==> src/rtl/synapse_bank_if.sv <==
`default_nettype none
// +----------------------------------------------------------------------+
// | synapse_bank_if : control / weight-write / current bus of the bank   |
// | Rev 1.0                                                              |
// +----------------------------------------------------------------------+
interface synapse_bank_if #(
  parameter int N_IN = 8,
  parameter int W    = 18
);
  localparam int AW = (N_IN > 1) ? $clog2(N_IN) : 1;

  logic                step;
  logic [N_IN-1:0]     spike;
  logic                clear;
  logic                wr_en;
  logic [AW-1:0]       wr_addr;
  logic signed [W-1:0] wr_data;
  logic signed [W-1:0] out;
  logic                out_valid;
  logic                sat;

  modport master (
    output step, spike, clear, wr_en, wr_addr, wr_data,
    input  out, out_valid, sat
  );

  modport slave (
    input  step, spike, clear, wr_en, wr_addr, wr_data,
    output out, out_valid, sat
  );
endinterface
`default_nettype wire

==> src/rtl/synapse_bank.sv <==
`default_nettype none
// +----------------------------------------------------------------------+
// | synapse_bank : N_IN-input leaky synapse, decay + weighted spike sum   |
// | Optional clamp: define SYNAPSE_BANK_SAT_EN.  Rev 1.0                  |
// +----------------------------------------------------------------------+
module synapse_bank #(
  parameter int N_IN        = 8,
  parameter int W           = 18,
  parameter int DECAY_SHIFT = 4
) (
  input  wire            clock,
  input  wire            reset,
  synapse_bank_if.slave  bus
);
  localparam int AW = (N_IN > 1) ? $clog2(N_IN) : 1;
  localparam int WW = W + AW + 2;

  logic signed [W-1:0]  r_weight [N_IN];
  logic [N_IN-1:0]      r_pending;
  logic signed [W-1:0]  r_out;
  logic                 r_valid;
  logic                 r_sat;

  logic [N_IN-1:0]      w_eff;
  logic signed [WW-1:0] w_v;
  logic signed [WW-1:0] w_decay;
  logic signed [WW-1:0] w_sum;
  logic signed [WW-1:0] w_total;
  logic signed [W-1:0]  w_next;
  logic                 w_sat;

  // A spike coincident with the step strobe joins that step's update
  assign w_eff   = r_pending | bus.spike;
  assign w_v     = {{(WW-W){r_out[W-1]}}, r_out};
  assign w_decay = (-w_v) >>> DECAY_SHIFT;

  always_comb begin
    w_sum = '0;
    for (int i = 0; i < N_IN; i++) begin
      if (w_eff[i]) begin
        w_sum = w_sum + {{(WW-W){r_weight[i][W-1]}}, r_weight[i]};
      end
    end
  end

  assign w_total = w_v + w_decay + w_sum;

`ifdef SYNAPSE_BANK_SAT_EN
  localparam logic signed [WW-1:0] c_max = {{(WW-W+1){1'b0}}, {(W-1){1'b1}}};
  localparam logic signed [WW-1:0] c_min = {{(WW-W+1){1'b1}}, {(W-1){1'b0}}};

  always_comb begin
    w_next = w_total[W-1:0];
    w_sat  = 1'b0;
    if (w_total > c_max) begin
      w_next = c_max[W-1:0];
      w_sat  = 1'b1;
    end else if (w_total < c_min) begin
      w_next = c_min[W-1:0];
      w_sat  = 1'b1;
    end
  end
`else
  logic w_unused_hi;
  assign w_unused_hi = ^w_total[WW-1:W];
  assign w_next      = w_total[W-1:0];
  assign w_sat       = 1'b0;
`endif

  // Weight file: the step in the same cycle still sees the old value
  always_ff @(posedge clock) begin
    if (reset) begin
      for (int i = 0; i < N_IN; i++) begin
        r_weight[i] <= '0;
      end
    end else if (bus.wr_en && (int'(bus.wr_addr) < N_IN)) begin
      r_weight[bus.wr_addr] <= bus.wr_data;
    end
  end

  // Priority: reset, then clear, then step
  always_ff @(posedge clock) begin
    if (reset) begin
      r_pending <= '0;
      r_out     <= '0;
      r_valid   <= 1'b0;
      r_sat     <= 1'b0;
    end else if (bus.clear) begin
      r_pending <= '0;
      r_out     <= '0;
      r_valid   <= 1'b0;
      r_sat     <= 1'b0;
    end else if (bus.step) begin
      r_pending <= '0;
      r_out     <= w_next;
      r_valid   <= 1'b1;
      r_sat     <= w_sat;
    end else begin
      r_pending <= r_pending | bus.spike;
      r_valid   <= 1'b0;
    end
  end

  assign bus.out       = r_out;
  assign bus.out_valid = r_valid;
  assign bus.sat       = r_sat;
endmodule
`default_nettype wire
==> src/flat_wrapper.sv <==
// flat-port wrapper written by rule: the top's interface ports become plain ports
module synapse_bank_flat 
#(
  parameter int N_IN        = 8,
  parameter int W           = 18,
  parameter int DECAY_SHIFT = 4
)
  (clock, reset, bus_step, bus_spike, bus_clear, bus_wr_en, bus_wr_addr, bus_wr_data, bus_out, bus_out_valid, bus_sat);
  synapse_bank_if #(.N_IN(N_IN), .W(W)) bus_i ();
  input  wire clock;
  input  wire reset;
  input wire logic [$bits(bus_i.step)-1:0] bus_step;
  input wire logic [$bits(bus_i.spike)-1:0] bus_spike;
  input wire logic [$bits(bus_i.clear)-1:0] bus_clear;
  input wire logic [$bits(bus_i.wr_en)-1:0] bus_wr_en;
  input wire logic [$bits(bus_i.wr_addr)-1:0] bus_wr_addr;
  input wire logic [$bits(bus_i.wr_data)-1:0] bus_wr_data;
  output wire logic [$bits(bus_i.out)-1:0] bus_out;
  output wire logic [$bits(bus_i.out_valid)-1:0] bus_out_valid;
  output wire logic [$bits(bus_i.sat)-1:0] bus_sat;
  assign bus_i.step = bus_step;
  assign bus_i.spike = bus_spike;
  assign bus_i.clear = bus_clear;
  assign bus_i.wr_en = bus_wr_en;
  assign bus_i.wr_addr = bus_wr_addr;
  assign bus_i.wr_data = bus_wr_data;
  assign bus_out = bus_i.out;
  assign bus_out_valid = bus_i.out_valid;
  assign bus_sat = bus_i.sat;
  synapse_bank #(.N_IN(N_IN), .W(W), .DECAY_SHIFT(DECAY_SHIFT)) u_core (.clock(clock), .reset(reset), .bus(bus_i));
endmodule
==> config.mk <==
export PLATFORM = sky130hd
export DESIGN_NAME = synapse_bank_flat
export DESIGN_NICKNAME = d
export VERILOG_FILES = /design/src/rtl/synapse_bank_if.sv /design/src/rtl/synapse_bank.sv /design/src/flat_wrapper.sv
export SDC_FILE = /design/constraint.sdc
export NUM_CORES = 1
export LEC_CHECK = 0
export ABC_AREA = 1
export BUFFER_PORTS_ARGS = -buffer_cell sky130_fd_sc_hd__buf_2
export CORE_MARGIN = 8
export CORE_UTILIZATION = 40
export DETAILED_ROUTE_END_ITERATION = 8
export GPL_ROUTABILITY_DRIVEN = 0
export PLACE_DENSITY_LB_ADDON = 0.08
export SYNTH_ARGS = -nofsm -noshare
export SYNTH_HDL_FRONTEND = slang
export SYNTH_SLANG_ARGS = --single-unit
==> constraint.sdc <==
create_clock -name clock -period 14.55 [get_ports clock]
set_clock_uncertainty 0.2 [all_clocks]
set_input_delay 2.1825 -clock clock [delete_from_list [all_inputs] [get_ports clock]]
set_output_delay 2.1825 -clock clock [all_outputs]
set_load 0.02 [all_outputs]
==> qor.csv, run 1 <==
metric;value;unit
maxSlewHeadroom;0.4358;
status;completed;
hold_viol_final;0;
cts.path.max_buffers;2;
switching_power;1869;uW
period_needed;13470;ps
synth_ff_type;edfxtp_1;
dr.pass1.iters;5;
slew_viol_final;0;
pre_cts_slack;326.1;ps
syn2layout_area_growth;9.397;%
cts.sinks;171;
initial_core_util;0.4033;
clkTransAtPathRegs;80;ps
synth_nets;2130;
post-place-cells;2428;
setup_viol;0;
ys_ff_latch;171;
yosys-top-cells-count;429 x nand2_1, 266 x nor2_1, 255 x inv_1;
syn_area;14660;sq um
cts_hold_buf;0;
sequentialPowerShare;0.163;
cp_data_required_time;14750;ps
post-route-period-util;0.9260;
io_buffers;52;
yosys_warnings;0;
finalSetupTns;0;ps
core;36350;sq um
initialDrtViolationCount;780;
maxCapViolCount;0;
grt_usage;0.2050;
antenna_found_initial;0;
drive_gt1_frac;0.1023;
routed_wirelength;44510;um
path_class;in2reg;
hold_class;reg2reg;
cts_root_buf;clkbuf_16;
cts_made_buffers;17;
grt_pass1_vias;11918;
syn_inst;1932;
r2r_setup_slack;2540;ps
grt_pass1_wl;68740;um
antenna_left;0;
hold_end;u_core.bus.out[17];
yosys.area.top_type_share;0.2950;
p_comb_frac;0.704;
insertion_delay;460;ps
worstReg2RegEnd;u_core.bus.out[17];
peakVddDrop;0.2434;mV
post-route-drc-count;0;
die_h;207.4;um
rows;70;
critPathSlowestCell;fa_1;
synth_top_area_cell;edfxtp_1;
crit_path_start_kind;primary input;
antenna_cells;0;
p_leak;0.007602;uW
worstRegToRegCells;77;
synth_cell_types;53;
p_int;1781;uW
grt_overflow;0;
grt_max_degree;29;
avgSynthCellArea;7.588;sq um
p_sw_frac;0.5121;
path_max_fanout;11;
num-fill-cells;3681;
ys_seq_area_frac;0.3318;
synth_area_leaders;edfxtp_1 29%, ha_1 12%, nand2_1 11%;
fmax;74.22;MHz
power_density;227.5;nW/um^2
pin_count;54;
r2r_start;u_core.r_pending[0];
async_reset_ff_frac;0;
worstHoldStart;u_core.bus.out[17];
dieArea;43030;sq um
p_total;3649;uW
finalNetCount;2179;
avgRoutedWirePerCell;18.08;um
synth.most_common_cell;nand2_1;
endpoint_kind;flop;
cpMostUsedCell;nand2_1;
cp.arrival;13680;ps
final_cells;2462;
synth_edf_count;144;
die_w;207.4;um
power.share.clock;0.133;
setup_ws;1077;ps
worst_hold_path.num_cells;2;
via_per_inst;5.120;
vias;12606;
cpPeakStageDelay;520;ps
cts_tree;built;
h-tree-depth;4;
dp_hpwl;34090;um
worst_pin_slew;844.3;ps
==> cell usage in the layout (no fill, tap or decap), drive strengths merged, types with 7 or more instances in the layout <==
cell type	count
nor3	17
edfxtp	144
clkbuf	18
or2	19
xnor2	24
nor2	278
o31ai	9
nand2	452
ha	140
a21oi	151
buf	64
o21bai	18
a31oi	12
inv	275
fa	24
xor2	48
dfxtp	27
o211ai	7
nand4	9
o21ai	125
nand3	72
o22ai	13
==> state kept, by name (all words and copies together) (netlist names) <==
signal                cells
u_core.r_weight         144
u_core.bus.out           18
u_core.r_pending          8
u_core.bus.out_valid      1
==> per-stage QoR <==
| step | cell area (sq um) | hold slack [ps] | util |
|---|---|---|---|
| 3_3_place_gp | 15420 | 337.3 | 0.4242 |
| 4_1_cts | 16010 | 346.9 | 0.4404 |
| 5_1_grt | 16040 | 359.9 | 0.4412 |
| 6_report | 16040 | 339.6 | 0.4412 |
| 2_1_floorplan | 14660 | 286.4 | - |
| 3_5_place_dp | 15420 | 328.3 | 0.4242 |
==> cells by family (layout without fill, tap and decap cells) <==
kind of cell	after synthesis	in the layout	synth area share
buffers and inverters	305	367	0.08108
muxes	1	1	0.0006828
DFF	171	171	0.3318
xor gates and xnor gates	72	72	0.04353
AOI/OAI and AO/OA	353	353	0.1391
and+or+nand+nor	865	865	0.2513
other	1	1	0.0002558
adders and majority gates	164	164	0.1523
==> critical path: cells and delay by family <==
| kind | cells | cell delay (ps) |
|---|---|---|
| xor+xnor | 5 | 720 |
| simple gates | 34 | 3750 |
| buf+inv | 9 | 650 |
| compound gates | 20 | 3110 |
| fa+ha+maj | 10 | 3210 |
==> area by class of cell <==
| class | instances | area [sq um] | area share |
|---|---|---|---|
| clock buffer | 18 | 429.2 | 0.02676 |
| clock inverter | 14 | 160.2 | 0.009986 |
| inverter | 271 | 1021 | 0.06366 |
| multi-input combinational | 1456 | 8627 | 0.5379 |
| sequential | 171 | 4865 | 0.3033 |
| tap | 468 | 585.6 | 0.03651 |
| timing repair buffer | 64 | 350.3 | 0.02184 |
==> how the worst max path moves through the flow <==
| stage | from | to | slack, ps |
|---|---|---|---|
| 6_report | bus_spike[0] | u_core.bus.out[17] | 1080 |
| 5_1_grt | bus_spike[0] | u_core.bus.out[17] | -50 |
| 4_1_cts | bus_spike[0] | u_core.bus.out[17] | 700 |
| 3_5_place_dp | bus_spike[0] | u_core.bus.out[17] | 330 |
| 3_3_place_gp | bus_spike[0] | u_core.bus.out[17] | 440 |
| 2_1_floorplan | bus_spike[0] | u_core.bus.out[17] | 1870 |
==> power by group through the flow <==
| stage | registers [uW] | clock network (uW) | logic, uW |
|---|---|---|---|
| after floorplan | 608 | 0 | 1960 |
| after global placement | 604 | 0 | 2510 |
| after detailed placement | 605 | 0 | 2520 |
| after CTS | 594 | 491 | 2540 |
| after global routing | 599 | 511 | 2920 |
| final | 594 | 487 | 2570 |
==> routing by layer <==
layer,track usage,routed length (um),vias up
met5,0,0,-
met4,0.05719,1048,0
met3,0.03034,2058,48
met2,0.3153,19170,264
met1,0.2950,22240,5837
li1,-,-,6457
==> timing repair <==
action	CTS	global route
gates resized for setup	0	6
setup endpoints to repair	0	1
setup buffers	0	2
Note: power is estimated with default switching activity, not from simulation.
==> run 2: changes to the inputs <==
Settings changed: RECOVER_POWER set to 25.
==> run 2 against run 1 <==
  * Final area shrank 0.18%
  * Largest power group unchanged
  * Cell count stayed put
  * Sequential power about the same
  * Core utilization fell by 0.079 points
  * Non-clock buffer count stayed put
  * Critical path depth unchanged
  * First-iteration DRC count is 9.0% higher
  * Clock-buffer cell count is the same
  * Highest routed layer unchanged
==> qor.csv, run 2 (same netlist as run 1, synthesis figures left out) <==
metric;value;unit;change
status;completed;;unchanged
h-tree-depth;4;;unchanged
hold_class;reg2reg;;unchanged
setup_viol;0;;unchanged
via_per_inst;5.104;;was 5.120
final_cells;2462;;unchanged
dpl-instance-area;15420;sq um;unchanged
grt_overflow;0;;unchanged
met3WireLength;2108;um;was 2058 um
r2r_setup_slack;2550;ps;was 2540 ps
cts_tree;built;;unchanged
cpPeakStageDelay;510;ps;was 520 ps
period_needed;13460;ps;was 13470 ps
worstRegToRegCells;77;;unchanged
setup_ws;1087;ps;was 1077 ps
num-fill-cells;3685;;was 3681
initialDrtViolationCount;850;;was 780
final_util;0.4404;;was 0.4412
grt_pass1_wl;68740;um;unchanged
multi_input_area;8627;sq um;unchanged
grt_usage;0.2050;;unchanged
cts_made_buffers;17;;unchanged
peakVddDrop;0.2410;mV;was 0.2434 mV
cts.sinks;171;;unchanged
critPathTopFamily;simple AND/OR/NAND/NOR gates;;unchanged
endpoint_kind;flop;;unchanged
dp_hpwl;34090;um;unchanged
io_buffers;52;;unchanged
pin_count;54;;unchanged
hold_end;u_core.bus.out[17];;unchanged
p_leak;0.007517;uW;was 0.007602 uW
die_h;207.4;um;unchanged
worstHoldStart;u_core.bus.out[17];;unchanged
grt_pass1_vias;11918;;unchanged
worst-path-buf-inv;9;;unchanged
core;36350;sq um;unchanged
maxCapViolCount;0;;unchanged
highest_layer;met4;;unchanged
initial_core_util;0.4033;;unchanged
antenna_found_initial;0;;unchanged
drt-met1-wl;22180;um;was 22240 um
antenna_cells;0;;unchanged
fmax;74.28;MHz;was 74.22 MHz
avgRoutedWirePerCell;18.04;um;was 18.08 um
critPathSlowestCell;fa_1;;unchanged
worstReg2RegEnd;u_core.bus.out[17];;unchanged
final_area;16010;sq um;was 16040 sq um
route.met2.wl;19060;um;was 19170 um
clkTransAtPathRegs;80;ps;about the same
finalNetCount;2179;;unchanged
cpMostUsedCell;nand2_1;;unchanged
die_w;207.4;um;unchanged
rows;70;;unchanged
post-route-drc-count;0;;unchanged
slew_viol_final;0;;unchanged
cts_root_buf;clkbuf_16;;unchanged
hold_viol_final;0;;unchanged
final_cell_mix;429 x nand2_1, 263 x nor2_1, 254 x inv_1;;unchanged
maxSlewHeadroom;0.3792;;was 0.4358
crit_path_start_kind;primary input;;unchanged
path_class;in2reg;;unchanged
post-route-period-util;0.9253;;was 0.9260
antenna_left;0;;unchanged
syn2layout_area_growth;9.200;%;was 9.397%
post-place-cells;2428;;unchanged
largest_register_ffs;144;;unchanged
pre_cts_slack;326.1;ps;unchanged
vias;12565;;was 12606
dr.pass1.iters;5;;unchanged
worst_pin_slew;931.3;ps;was 844.3 ps
cp.arrival;13670;ps;was 13680 ps
grt_max_degree;29;;unchanged
dieArea;43030;sq um;unchanged
worst_hold_path.num_cells;2;;unchanged
layout.cells.most_common;nand2_1;;unchanged
routed_wirelength;44420;um;was 44510 um
regMostFlops;u_core.r_weight;;unchanged
path_max_fanout;11;;unchanged
power_density;227.3;nW/um^2;was 227.5 nW/um^2
cp_data_required_time;14750;ps;about the same
r2r_start;u_core.r_pending[0];;unchanged
cts.path.max_buffers;2;;unchanged
seq_area;4865;sq um;unchanged
drive_gt1_frac;0.09178;;was 0.1023
insertion_delay;460;ps;about the same
==> run 2: cell types whose count changed in the layout (fill, tap and decap cells not counted) <==
cell | previous run | this run
clkbuf_1 | 1 | 22
buf_4 | 12 | 11
buf_2 | 52 | 32
==> run 2: worst register-to-register path: cells and delay by family (launching register included) <==
kind	cells	cell delay, ps
flip-flops	1	330
buffers and inverters	8	580
XOR/XNOR	5	720
adder cells (fa/ha/maj)	10	3190
AND/OR/NAND/NOR	34	3760
AO/OA/AOI/OAI	20	3140
==> run 2: how the worst max path moves through the flow <==
stage / endpoint / cells after the start / slack (ps) / from
floorplan: u_core.bus.out[17] / 79 / 1870 / bus_spike[0]
global placement: u_core.bus.out[17] / 78 / 440 / bus_spike[0]
detailed placement: u_core.bus.out[17] / 78 / 330 / bus_spike[0]
CTS: u_core.bus.out[17] / 78 / 700 / bus_spike[0]
global route: u_core.bus.out[17] / 79 / -50 / bus_spike[0]
finish: u_core.bus.out[17] / 78 / 1090 / bus_spike[0]
==> run 2: where the power goes <==
part | total [uW] | leakage, uW | internal [uW] | switching (uW)
sequential | 594 | 0.00160 | 569 | 25.2
clock | 486 | 0.000288 | 258 | 227
combinational | 2560 | 0.00563 | 951 | 1610
==> run 2: cell type report <==
type                            instances  area share
Clock buffer                           18     0.02681
Clock inverter                         14     0.01000
Inverter                              271     0.06377
Multi-Input combinational cell       1456      0.5389
Sequential cell                       171      0.3039
Tap cell                              468     0.03658
Timing Repair Buffer                   64     0.02009
==> run 2: layer usage <==
layer	vias up	global-route usage
met2	274	0.3153
met5	-	0
met3	46	0.03034
met1	5783	0.2950
li1	6462	-
met4	0	0.05719
==> run 2: per-stage QoR <==
stage                     TNS, ps  hold slack (ps)  total power, uW
after floorplan                 0            286.4             2565
after global placement          0            337.3             3116
after detailed placement        0            328.3             3122
after CTS                       0            346.9             3624
after global routing       -46.80            361.6             4028
final                           0            343.2             3639
==> run 2: timing repair <==
item / in CTS / in global routing
endpoints found under the setup margin: 0 / 1
hold buffers: 0 / 0
resized for setup: 0 / 6
setup buffers: 0 / 2
